<file path="src/rtl/mux_4x1_rr_arbiter_if.sv">
// Request/grant bundle between four requesters and the mux_4x1 select arbiter.
// The master side drives requests; the slave side (the arbiter) returns grant and select.
interface mux_4x1_rr_arbiter_if;
    logic [3:0] req;
    logic [3:0] gnt;
    logic       sel0;
    logic       sel1;
    logic       busy;

    modport master (
        output req,
        input  gnt,
        input  sel0,
        input  sel1,
        input  busy
    );

    modport slave (
        input  req,
        output gnt,
        output sel0,
        output sel1,
        output busy
    );
endinterface

</file>
<file path="src/rtl/mux_4x1_rr_arbiter.sv">
// Round-robin arbiter driving the mux_4x1 select pair; grant held per transaction.
// Optional hold-limit preemption is compiled in with `define MUX_ARB_HOLD_LIMIT_EN.
module mux_4x1_rr_arbiter #(
    parameter int unsigned MAX_HOLD = 8,
    parameter int unsigned CNT_W    = 8
) (
    input logic                  clk,
    input logic                  rst,
    mux_4x1_rr_arbiter_if.slave  bus
);

    typedef enum logic [0:0] {StIdle, StGrant} state_e;

    state_e     state_q, state_d;
    logic [3:0] gnt_q, gnt_d;
    logic [1:0] sel_q, sel_d;
    logic [1:0] ptr_q, ptr_d;

    // Returns {found, index} of the first set bit searching upward from start, modulo 4.
    function automatic logic [2:0] rr_pick(input logic [3:0] r, input logic [1:0] start);
        logic [2:0] res;
        logic [1:0] idx;
        res = 3'b000;
        for (int k = 0; k < 4; k++) begin
            idx = start + 2'(k);
            if (!res[2] && r[idx]) begin
                res = {1'b1, idx};
            end
        end
        return res;
    endfunction

    logic [2:0] pick_idle;
    logic [2:0] pick_next;
    logic [1:0] ptr_next;

    assign ptr_next  = sel_q + 2'd1;
    assign pick_idle = rr_pick(bus.req, ptr_q);
    // Excluding the holder covers both release (its bit is already low) and preemption.
    assign pick_next = rr_pick(bus.req & ~gnt_q, ptr_next);

`ifdef MUX_ARB_HOLD_LIMIT_EN
    logic [CNT_W-1:0] hcnt_q, hcnt_d;
    localparam logic [CNT_W-1:0] HcntLast = CNT_W'(MAX_HOLD - 1);
`else
    logic unused_cfg;
    assign unused_cfg = ^{MAX_HOLD[0], CNT_W[0]};
`endif

    always_comb begin
        state_d = state_q;
        gnt_d   = gnt_q;
        sel_d   = sel_q;
        ptr_d   = ptr_q;
`ifdef MUX_ARB_HOLD_LIMIT_EN
        hcnt_d  = hcnt_q;
`endif
        unique case (state_q)
            StIdle: begin
                if (pick_idle[2]) begin
                    state_d = StGrant;
                    gnt_d   = 4'b0001 << pick_idle[1:0];
                    sel_d   = pick_idle[1:0];
`ifdef MUX_ARB_HOLD_LIMIT_EN
                    hcnt_d  = '0;
`endif
                end
            end
            StGrant: begin
                if (!bus.req[sel_q]) begin
                    ptr_d = ptr_next;
                    if (pick_next[2]) begin
                        gnt_d = 4'b0001 << pick_next[1:0];
                        sel_d = pick_next[1:0];
                    end else begin
                        state_d = StIdle;
                        gnt_d   = 4'b0000;
                    end
`ifdef MUX_ARB_HOLD_LIMIT_EN
                    hcnt_d = '0;
`endif
                end
`ifdef MUX_ARB_HOLD_LIMIT_EN
                else if (hcnt_q == HcntLast) begin
                    // Tenure exhausted: hand over if anyone else waits, else restart the count.
                    hcnt_d = '0;
                    if (pick_next[2]) begin
                        ptr_d = ptr_next;
                        gnt_d = 4'b0001 << pick_next[1:0];
                        sel_d = pick_next[1:0];
                    end
                end else begin
                    hcnt_d = hcnt_q + 1'b1;
                end
`endif
            end
            default: begin
                state_d = StIdle;
                gnt_d   = 4'b0000;
            end
        endcase
    end

    always_ff @(posedge clk) begin
        if (rst) begin
            state_q <= StIdle;
            gnt_q   <= 4'b0000;
            sel_q   <= 2'b00;
            ptr_q   <= 2'b00;
`ifdef MUX_ARB_HOLD_LIMIT_EN
            hcnt_q  <= '0;
`endif
        end else begin
            state_q <= state_d;
            gnt_q   <= gnt_d;
            sel_q   <= sel_d;
            ptr_q   <= ptr_d;
`ifdef MUX_ARB_HOLD_LIMIT_EN
            hcnt_q  <= hcnt_d;
`endif
        end
    end

    assign bus.gnt  = gnt_q;
    assign bus.sel0 = sel_q[0];
    assign bus.sel1 = sel_q[1];
    assign bus.busy = |gnt_q;

endmodule

</file>
<file path="src/flat_wrapper.sv">
// flat-port wrapper written by rule: the top's interface ports become plain ports
module mux_4x1_rr_arbiter_flat 
#(
    parameter int unsigned MAX_HOLD = 8,
    parameter int unsigned CNT_W    = 8
)
  (clk, rst, bus_req, bus_gnt, bus_sel0, bus_sel1, bus_busy);
  mux_4x1_rr_arbiter_if bus_i ();
  input logic clk;
  input logic rst;
  input wire logic [$bits(bus_i.req)-1:0] bus_req;
  output wire logic [$bits(bus_i.gnt)-1:0] bus_gnt;
  output wire logic [$bits(bus_i.sel0)-1:0] bus_sel0;
  output wire logic [$bits(bus_i.sel1)-1:0] bus_sel1;
  output wire logic [$bits(bus_i.busy)-1:0] bus_busy;
  assign bus_i.req = bus_req;
  assign bus_gnt = bus_i.gnt;
  assign bus_sel0 = bus_i.sel0;
  assign bus_sel1 = bus_i.sel1;
  assign bus_busy = bus_i.busy;
  mux_4x1_rr_arbiter #(.MAX_HOLD(MAX_HOLD), .CNT_W(CNT_W)) u_core (.clk(clk), .rst(rst), .bus(bus_i));
endmodule
</file>
<file path="config.mk">
export PLATFORM = sky130hd
export DESIGN_NAME = mux_4x1_rr_arbiter_flat
export DESIGN_NICKNAME = d
export VERILOG_FILES = /design/src/rtl/mux_4x1_rr_arbiter_if.sv /design/src/rtl/mux_4x1_rr_arbiter.sv /design/src/flat_wrapper.sv
export SDC_FILE = /design/constraint.sdc
export NUM_CORES = 1
export LEC_CHECK = 0
export BUFFER_PORTS_ARGS = -buffer_cell sky130_fd_sc_hd__buf_2
export CAP_MARGIN = 20
export CORE_MARGIN = 1
export CORE_UTILIZATION = 45
export DETAILED_ROUTE_END_ITERATION = 16
export PLACE_DENSITY = 0.64
export SYNTH_ARGS = -nofsm -noshare
export SYNTH_HDL_FRONTEND = slang
export SYNTH_SLANG_ARGS = --single-unit
</file>
<file path="constraint.sdc">
create_clock -name clk -period 2.3 [get_ports clk]
set_input_delay 0 -clock clk [delete_from_list [all_inputs] [get_ports clk]]
set_output_delay 0 -clock clk [all_outputs]
set_load 0.005 [all_outputs]
</file>
Word level (Yosys, flattened, before mapping)
Index checks and enable logic that the tools add are counted.
{"block": "word_totals", "ff_bits": 9, "inputBits": 6, "wordCells": 83, "out_inout_bits": 7}
{"block": "op_classes", "muxes": 38, "add_sub_neg": 7, "bitwise": 4, "n_shift": 2, "n_reduce_logical": 16, "eq_ne": 3, "magnitude_cmp": 9}
{"cell": "$lt 2x3->1 const B", "n": 9}
{"cell": "$mux 3", "n": 8}
{"cell": "$bmux 1 s2", "n": 9}
{"cell": "$mux 1", "n": 12}
{"cell": "$mux 4", "n": 3}
{"cell": "$add 2x2->2 const B", "n": 4}
{"cell": "$pmux 4 s2", "n": 1}
{"cell": "$shl 1x2->4 const A", "n": 2}
{"cell": "$add 2x1->2 const B", "n": 3}
{"cell": "$logic_and 1x1->1", "n": 6}
{"cell": "$logic_not 1->1", "n": 6}
{"cell": "$mux 2", "n": 3}
{"cell": "$and 4x4->4", "n": 1}
{"cell": "$ne 2x2->1 const B", "n": 2}
{"cell": "$not 4->4", "n": 1}
{"cell": "$pmux 2 s2", "n": 1}
{"cell": "$reduce_and 2->1", "n": 2}
{"cell": "$reduce_or 4->1", "n": 1}
{"cell": "$reduce_and 3->1", "n": 1}
{"cell": "$ne 2x1->1 const B", "n": 1}
{"cell": "$not 1->1", "n": 2}
{"cell": "$pmux 1 s2", "n": 1}

Depth between registers and ports, before layout
Gate-level depths: netlist of run 1.
{"block": "depth", "ltp_word": 18, "mapped_depth": 6, "mapped_depth_nobuf": 5}

Least setup slack after synthesis of run 1
No wires, ideal clock.
{"block": "synth_path", "path_kind": "register to register", "from": "reg u_core.sel_q[0]", "to": "reg u_core.gnt_q[0] (netlist: u_core.bus.gnt[0])", "synth_period_minus_slack_ns": 1.678, "t_required_ns": 2.181, "n_path_buf": 1, "stages_incl_launch_ff": 7, "setup_time_ns": 0.119, "t_arrival_ns": 1.560, "path_slack_ns": 0.622, "cell_sequence": "dfxtp_1 -> buf_2 -> or3b_1 -> a21boi_4 -> mux2_4 -> nor3b_1 -> o221a_1"}
{"block": "synth_between", "elab_chain_len": 17, "elab_cells_between_ends": 30, "classes_between": "4 x add/sub; 1 x eq/ne; 1 x shift; 17 x mux; 7 x reduce/logical"}
{"item": "from (decl)", "line_no": "mux_4x1_rr_arbiter.sv:16", "rtl": "logic [1:0] sel_q, sel_d;"}
{"item": "from (signal assigned)", "line_no": "mux_4x1_rr_arbiter.sv:116", "rtl": "sel_q <= sel_d;"}
{"item": "parallel branches: the longest is 17 deep, another holds $add 2x1->2"}
{"item": "to (signal assigned)", "line_no": "mux_4x1_rr_arbiter.sv:115", "rtl": "gnt_q <= gnt_d;"}
{"item": "to (decl)", "line_no": "mux_4x1_rr_arbiter.sv:15", "rtl": "logic [3:0] gnt_q, gnt_d;"}
Several ways; the timed one is not identified. The select of a mux whose other input is x is not followed.
A chain may end at the register's enable or synchronous reset.

Worst setup path in the final report of run 1
Ends and elaborated chain as after synthesis.

==> results of run 1 <==
layer usage:
layer	routed length, um	track usage	up-vias
met5	0	0	-
met4	20	0.09677	0
met3	103	0.08152	2
met2	804	0.3789	24
met1	780	0.2977	315
li1	-	-	341
power by group:
group,switching [uW],internal (uW)
Combinational,119,112
Sequential,39.0,180
Clock,59.0,67.1
Total,217,360
worst max-delay path, delay by kind of cell (launching register included):
kind | cells | cell delay, ns
compound gates | 1 | 0.22
mux | 1 | 0.60
simple gates | 2 | 0.39
flops | 1 | 0.48
registers in the layout (all words and copies together), names as in the netlist:
signal,flops
u_core.bus.gnt,4
u_core.ptr_q,2
u_core.sel_q,2
u_core.state_q,1
cells by family after synthesis:
family	Yosys count	share of synthesized area
buffers and inverters	8	0.04519
muxes	3	0.06871
AOI/OAI and AO/OA	33	0.3798
and+or+nand+nor	28	0.2333
DFF	9	0.2604
xor gates and xnor gates	1	0.01266
stage by stage:
step / util / hold WS (ns) / std cells / setup WS, ns
finish: 0.5687 / 0.01822 / 108 / 0.5087
global route: 0.5687 / 0.02397 / 108 / 0.4110
CTS: 0.5687 / 0.004123 / 108 / 0.5172
detailed placement: 0.5495 / 0.3002 / 104 / 0.5247
global placement: 0.5495 / 0.2930 / 104 / 0.5592
floorplan: - / 0.2153 / 82 / 0.6216
worst max path at each step:
| stage | startpoint | endpoint | slack (ns) | cells past startpoint |
|---|---|---|---|---|
| after global placement | u_core.sel_q[0] | u_core.bus.gnt[0] | 0.56 | 4 |
| final | u_core.sel_q[0] | u_core.bus.gnt[0] | 0.51 | 4 |
| after global routing | u_core.sel_q[0] | u_core.bus.gnt[2] | 0.41 | 4 |
| after CTS | u_core.sel_q[0] | u_core.bus.gnt[0] | 0.52 | 4 |
| after floorplan | u_core.sel_q[0] | u_core.bus.gnt[0] | 0.62 | 6 |
| after detailed placement | u_core.sel_q[0] | u_core.bus.gnt[0] | 0.52 | 4 |
cells in the final DEF (no fill, tap or decap), types with 3 or more instances in the layout:
cell type                  synthesis  layout
sky130_fd_sc_hd__nand2b_1          4       4
sky130_fd_sc_hd__a211oi_1          3       3
sky130_fd_sc_hd__nand2_1           4       4
sky130_fd_sc_hd__a21oi_1           6       6
sky130_fd_sc_hd__dfxtp_1           9       9
sky130_fd_sc_hd__nor2_1            7       7
sky130_fd_sc_hd__a311oi_1          3       3
sky130_fd_sc_hd__nor3_1            3       3
sky130_fd_sc_hd__buf_2             1      12
sky130_fd_sc_hd__clkbuf_4          0       3
cell type report:
type / instances / share of cell area
clock buffer: 4 / 0.03382
sequential: 9 / 0.2319
tap: 15 / 0.02415
multi-input combinational: 65 / 0.6184
timing repair buffer: 12 / 0.07729
inverter: 3 / 0.01449
==> run_results.csv, run 1 <==
group,metric,value,unit
status,outcome,"finished clean",
setup_path,worst_ep_arrival_time,1.96,ns
logic_synthesis,synth_edf_count,0,
setup_path,worstReg2RegEnd,"u_core.bus.gnt[0]",
sta,final-max-slew-violation-count,0,
sta,timing.final.crit_share,0.7788,
drt,wl_per_cell,15.82,um
clocking,cts_post_setup_buffers_inserted,0,
logic_synthesis,synth.top_cells.by_area,"sky130_fd_sc_hd__dfxtp_1 (26%), sky130_fd_sc_hd__a21oi_1 (4.3%), sky130_fd_sc_hd__nor2_1 (3.8%)",
final_layout,fin_nets,100,
clocking,clk_pin_slew_worst_paths,0.06,ns
min_path,min_path_cells,2,
clocking,htree_num_levels,1,
logic_synthesis,synthArstFlopShare,0,
drt,drc_errors,0,
flow_run,drv_cap,0,
clocking,clock_sink_count,9,
drt,route.antenna.remaining_nets,0,
grt,via_count_of_the_first_global_routing_pass,561,
setup_path,critical_path_required,2.47,ns
sta,report.final.setup_viol,0,
drt,vias_per_cell,6.315,
logic_synthesis,netlist.area_leader.share,0.2604,
sta,timing.setup.tns,0,ns
logic_synthesis,syn-instance-count,82,
sta,max_slew_margin,0.6163,
clocking,ctsResizeCount,0,
drt,detailedRoute.firstPassIterationCount,4,
placed_design,place.detailed.hpwl,1291,um
floorplan,core.rowCount,13,
setup_path,reg2regPathDepth,4,
pwr,finalPower,577.2,uW
setup_path,timing.critical_path.slowest_stage_cell,"sky130_fd_sc_hd__mux4_2",
logic_synthesis,most_numerous_cell_in_the_yosys_netlist,"sky130_fd_sc_hd__dfxtp_1",
grt,global_router_s_overall_resource_usage,0.2408,
floorplan,design.portCount,13,
drt,vias,682,
floorplan,die_area,0.001698,mm2
grt,grt_first_pass_wirelength,2525,um
logic_synthesis,synth-warning-count,0,
drt,drtIter0Drc,19,
sta,clock-skew-final,0.009730,ns
floorplan,floorplan.die.width,41.21,um
placed_design,port_buffers,12,
clocking,cts.path.max_buffers,2,
logic_synthesis,count_of_unique_library_cells_instantiated_by_yosys,43,
setup_path,critPathCaptureType,"flip-flop",
min_path,hold_start,"rst",
pwr,power-per-cell-area,742.8,mW/mm2
min_path,holdPathEnd,"u_core.bus.gnt[3]",
logic_synthesis,post_synth_instance_area,691.9,um2
logic_synthesis,net_count_synth,88,
setup_path,worst-r2r-setup-slack,0.51,ns
floorplan,chipHeight,41.21,um
pwr,power.ir.vdd_worst,377.8,uV
floorplan,start_util,0.5064,
grt,antenna_found_initial,0,
final_layout,area_growth_syn_to_layout,12.30,%
setup_path,start_kind,"flip-flop",
logic_synthesis,ys_ff_latch,9,
drt,final_routed_wirelength_across_all_metal_layers,1709,um
clocking,tritoncts.num_buffers,3,
clocking,cell_at_the_root_of_the_clock_tree,"sky130_fd_sc_hd__clkbuf_4",
sta,timing.final.hold_violations,0,
sta,finalWorstPathRequiredPeriod,1.791,ns
sta,grt_setup_unrepaired,"no",
clocking,post_cts_hold_buffer_count,0,
setup_path,reg2reg_from,"u_core.sel_q[0]",
setup_path,critPathMaxStageDelay,0.60,ns
logic_synthesis,ys_seq_area_frac,0.2604,
min_path,min_path_type,"input port to flip-flop",
final_layout,n_fill_cell,143,
final_layout,post_route_cells_drive_above_1_share,0.2796,
clocking,insertion_delay,0.27,ns
sta,clock.fmax,0.5583,GHz
setup_path,worstPathCellList,"mux4_2 -> nor2_1 -> nor3_1 -> o221a_1",
final_layout,multiInputGateArea,480.5,um2
final_layout,antenna_cells,0,
placed_design,placed_area,750.7,um2
grt,largest_net_degree_at_the_start_of_global_routing,10,
pwr,leakage,0.0003018,uW
floorplan,core,0.001366,mm2
setup_path,critical_path.max_fanout,8,
logic_synthesis,synthesis.area_per_instance,8.438,um2
clocking,tritoncts,"yes",
setup_path,path_class,"flip-flop to flip-flop",
grt,grt_remaining_overflow,0,
logic_synthesis,top_cell_types_by_occurrence_after_synthesis,"sky130_fd_sc_hd__dfxtp_1 (9), sky130_fd_sc_hd__nor2_1 (7), sky130_fd_sc_hd__a21oi_1 (6)",
final_layout,regArea,180.2,um2
logic_synthesis,synth_top_area_cell,"sky130_fd_sc_hd__dfxtp_1",
logic_synthesis,synth_top_flop_cell,"sky130_fd_sc_hd__dfxtp_1",
placed_design,place.gp.congestion,0.8336,
sta,timing_worst_slew_pin_value,0.5712,ns
final_layout,design_area,777.0,um2
No activity file was read; power rests on OpenSTA's default activity.
==> inputs of run 2 (changes only) <==
- clock period: 2.3 -> 1.7 ns (I/O delays scaled with it)
==> run_results.csv, run 2 (synthesized netlist as in run 1, its figures left out) <==
group,metric,value,unit
status,outcome,"finished clean",
setup_path,timing.critical_path.slowest_stage_cell,"sky130_fd_sc_hd__mux4_2",
setup_path,path_class,"flip-flop to flip-flop",
final_layout,mostFrequentLayoutCells,"sky130_fd_sc_hd__buf_2 (12), sky130_fd_sc_hd__buf_4 (7), sky130_fd_sc_hd__dfxtp_1 (7)",
sta,grt_setup_unrepaired,"yes",
clocking,clk_pin_slew_worst_paths,0.07,ns
floorplan,start_util,0.5064,
clocking,tritoncts,"yes",
drt,vias_per_cell,6.362,
clocking,cell_at_the_root_of_the_clock_tree,"sky130_fd_sc_hd__clkbuf_4",
setup_path,critPathMaxStageDelay,0.59,ns
grt,grt_remaining_overflow,0,
clocking,clock_sink_count,9,
min_path,min_path_cells,4,
final_layout,antenna_cells,0,
drt,final_routed_wirelength_across_all_metal_layers,1833,um
clocking,cts.path.max_buffers,2,
placed_design,dp_cells,111,
grt,largest_net_degree_at_the_start_of_global_routing,9,
min_path,min_path_type,"input port to flip-flop",
final_layout,post_route_cells_drive_above_1_share,0.3663,
floorplan,chipHeight,41.21,um
floorplan,core,0.001366,mm2
clocking,insertion_delay,0.26,ns
sta,timing.final.hold_violations,0,
drt,route.antenna.remaining_nets,0,
setup_path,reg2regPathDepth,3,
setup_path,critical_path.max_fanout,4,
clocking,htree_num_levels,1,
floorplan,floorplan.die.width,41.21,um
drt,detailedRoute.firstPassIterationCount,4,
placed_design,place.detailed.hpwl,1350,um
drt,drtIter0Drc,34,
sta,final-max-slew-violation-count,0,
floorplan,core.rowCount,13,
drt,vias,738,
floorplan,die_area,0.001698,mm2
placed_design,place.gp.congestion,0.9028,
flow_run,drv_cap,0,
drt,wl_per_cell,15.80,um
pwr,power.ir.vdd_worst,661.6,uV
final_layout,area_growth_syn_to_layout,23.87,%
sta,max_slew_margin,0.5660,
pwr,finalPower,837.4,uW
placed_design,port_buffers,12,
sta,hold_ws,0.2178,ns
grt,grt_first_pass_wirelength,2766,um
final_layout,finish.cell_count_without_fillers,116,
clocking,tritoncts.num_buffers,3,
sta,finalWorstPathRequiredPeriod,1.683,ns
final_layout,fin_nets,108,
setup_path,critical_path_required,1.81,ns
sta,timing_worst_slew_pin_value,0.6440,ns
floorplan,design.portCount,13,
sta,report.final.setup_viol,0,
setup_path,worstPathCellList,"mux4_2 -> o41ai_1 -> a21oi_1",
setup_path,critPathCaptureType,"flip-flop",
setup_path,reg2reg_from,"u_core.sel_q[0]",
pwr,leakage,0.0003454,uW
final_layout,final_common_cell,"sky130_fd_sc_hd__buf_2",
final_layout,n_fill_cell,124,
grt,antenna_found_initial,0,
pwr,power-per-cell-area,977.0,mW/mm2
clocking,cts_post_setup_buffers_inserted,0,
min_path,hold_start,"bus_req[3]",
drt,drc_errors,0,
setup_path,worst_ep_arrival_time,1.79,ns
final_layout,largest_register_ffs,4,
setup_path,start_kind,"flip-flop",
setup_path,worst_setup_path_startpoint,"u_core.sel_q[0]",
grt,via_count_of_the_first_global_routing_pass,605,
grt,global_router_s_overall_resource_usage,0.2556,
sta,timing.final.crit_share,0.9901,
sta,clock-skew-final,0.009178,ns
sta,clock.fmax,0.5941,GHz
==> run 2: timing repair <==
item / 4_1_cts / 5_1_grt
gates resized for setup: 0 / 5
setup endpoints to repair: 0 / 8
hold buffers: 1 / 0
hold endpoints to repair: 1 / 0
==> run 2: per-layer routing <==
layer	GRT usage	part of all wire	wire length [um]
met1	0.3344	0.42	778
met2	0.4023	0.46	848
met3	0.07609	0.097	178
met4	0.07258	0.015	27
met5	0	0	0
==> run 2: where the power goes <==
part	total, uW	switching, uW	internal, uW	leakage (uW)
sequential	292	46.6	246	0.0000752
combinational	374	187	187	0.000255
clock	171	80.4	90.6	0.0000150
==> run 2: per-stage QoR <==
step	setup slack (ns)	util	setup TNS, ns	instance area [um2]
after global routing	-0.03169	0.6273	-0.03488	857.1
after floorplan	0.02159	-	0	691.9
final	0.01690	0.6273	0	857.1
after global placement	-0.01540	0.5879	-0.03030	803.3
after CTS	0.0002103	0.6145	0	839.6
after detailed placement	0.01956	0.5879	0	803.3
==> run 2: area by class of cell <==
type | count | area (um2) | share of cell area
Inverter | 3 | 11.26 | 0.01314
Tap cell | 15 | 18.77 | 0.02190
Clock buffer | 4 | 26.28 | 0.03066
Multi-Input combinational cell | 65 | 495.5 | 0.5781
Sequential cell | 9 | 182.7 | 0.2131
Timing Repair Buffer | 20 | 122.6 | 0.1431
==> run 2: critical path: cells and delay by family (launching register included) <==
kind / cells / cell delay (ns)
compound gates: 2 / 0.57
mux: 1 / 0.59
flops: 1 / 0.36
==> run 2: path summary, 6_finish.rpt <==
| kind | to | slack [ns] |
|---|---|---|
| max | u_core.state_q | 0.02 |
| min | u_core.bus.gnt[1] | 0.22 |
| max reg2reg | u_core.state_q | 0.02 |
| min reg2reg | u_core.ptr_q[0] | 0.53 |
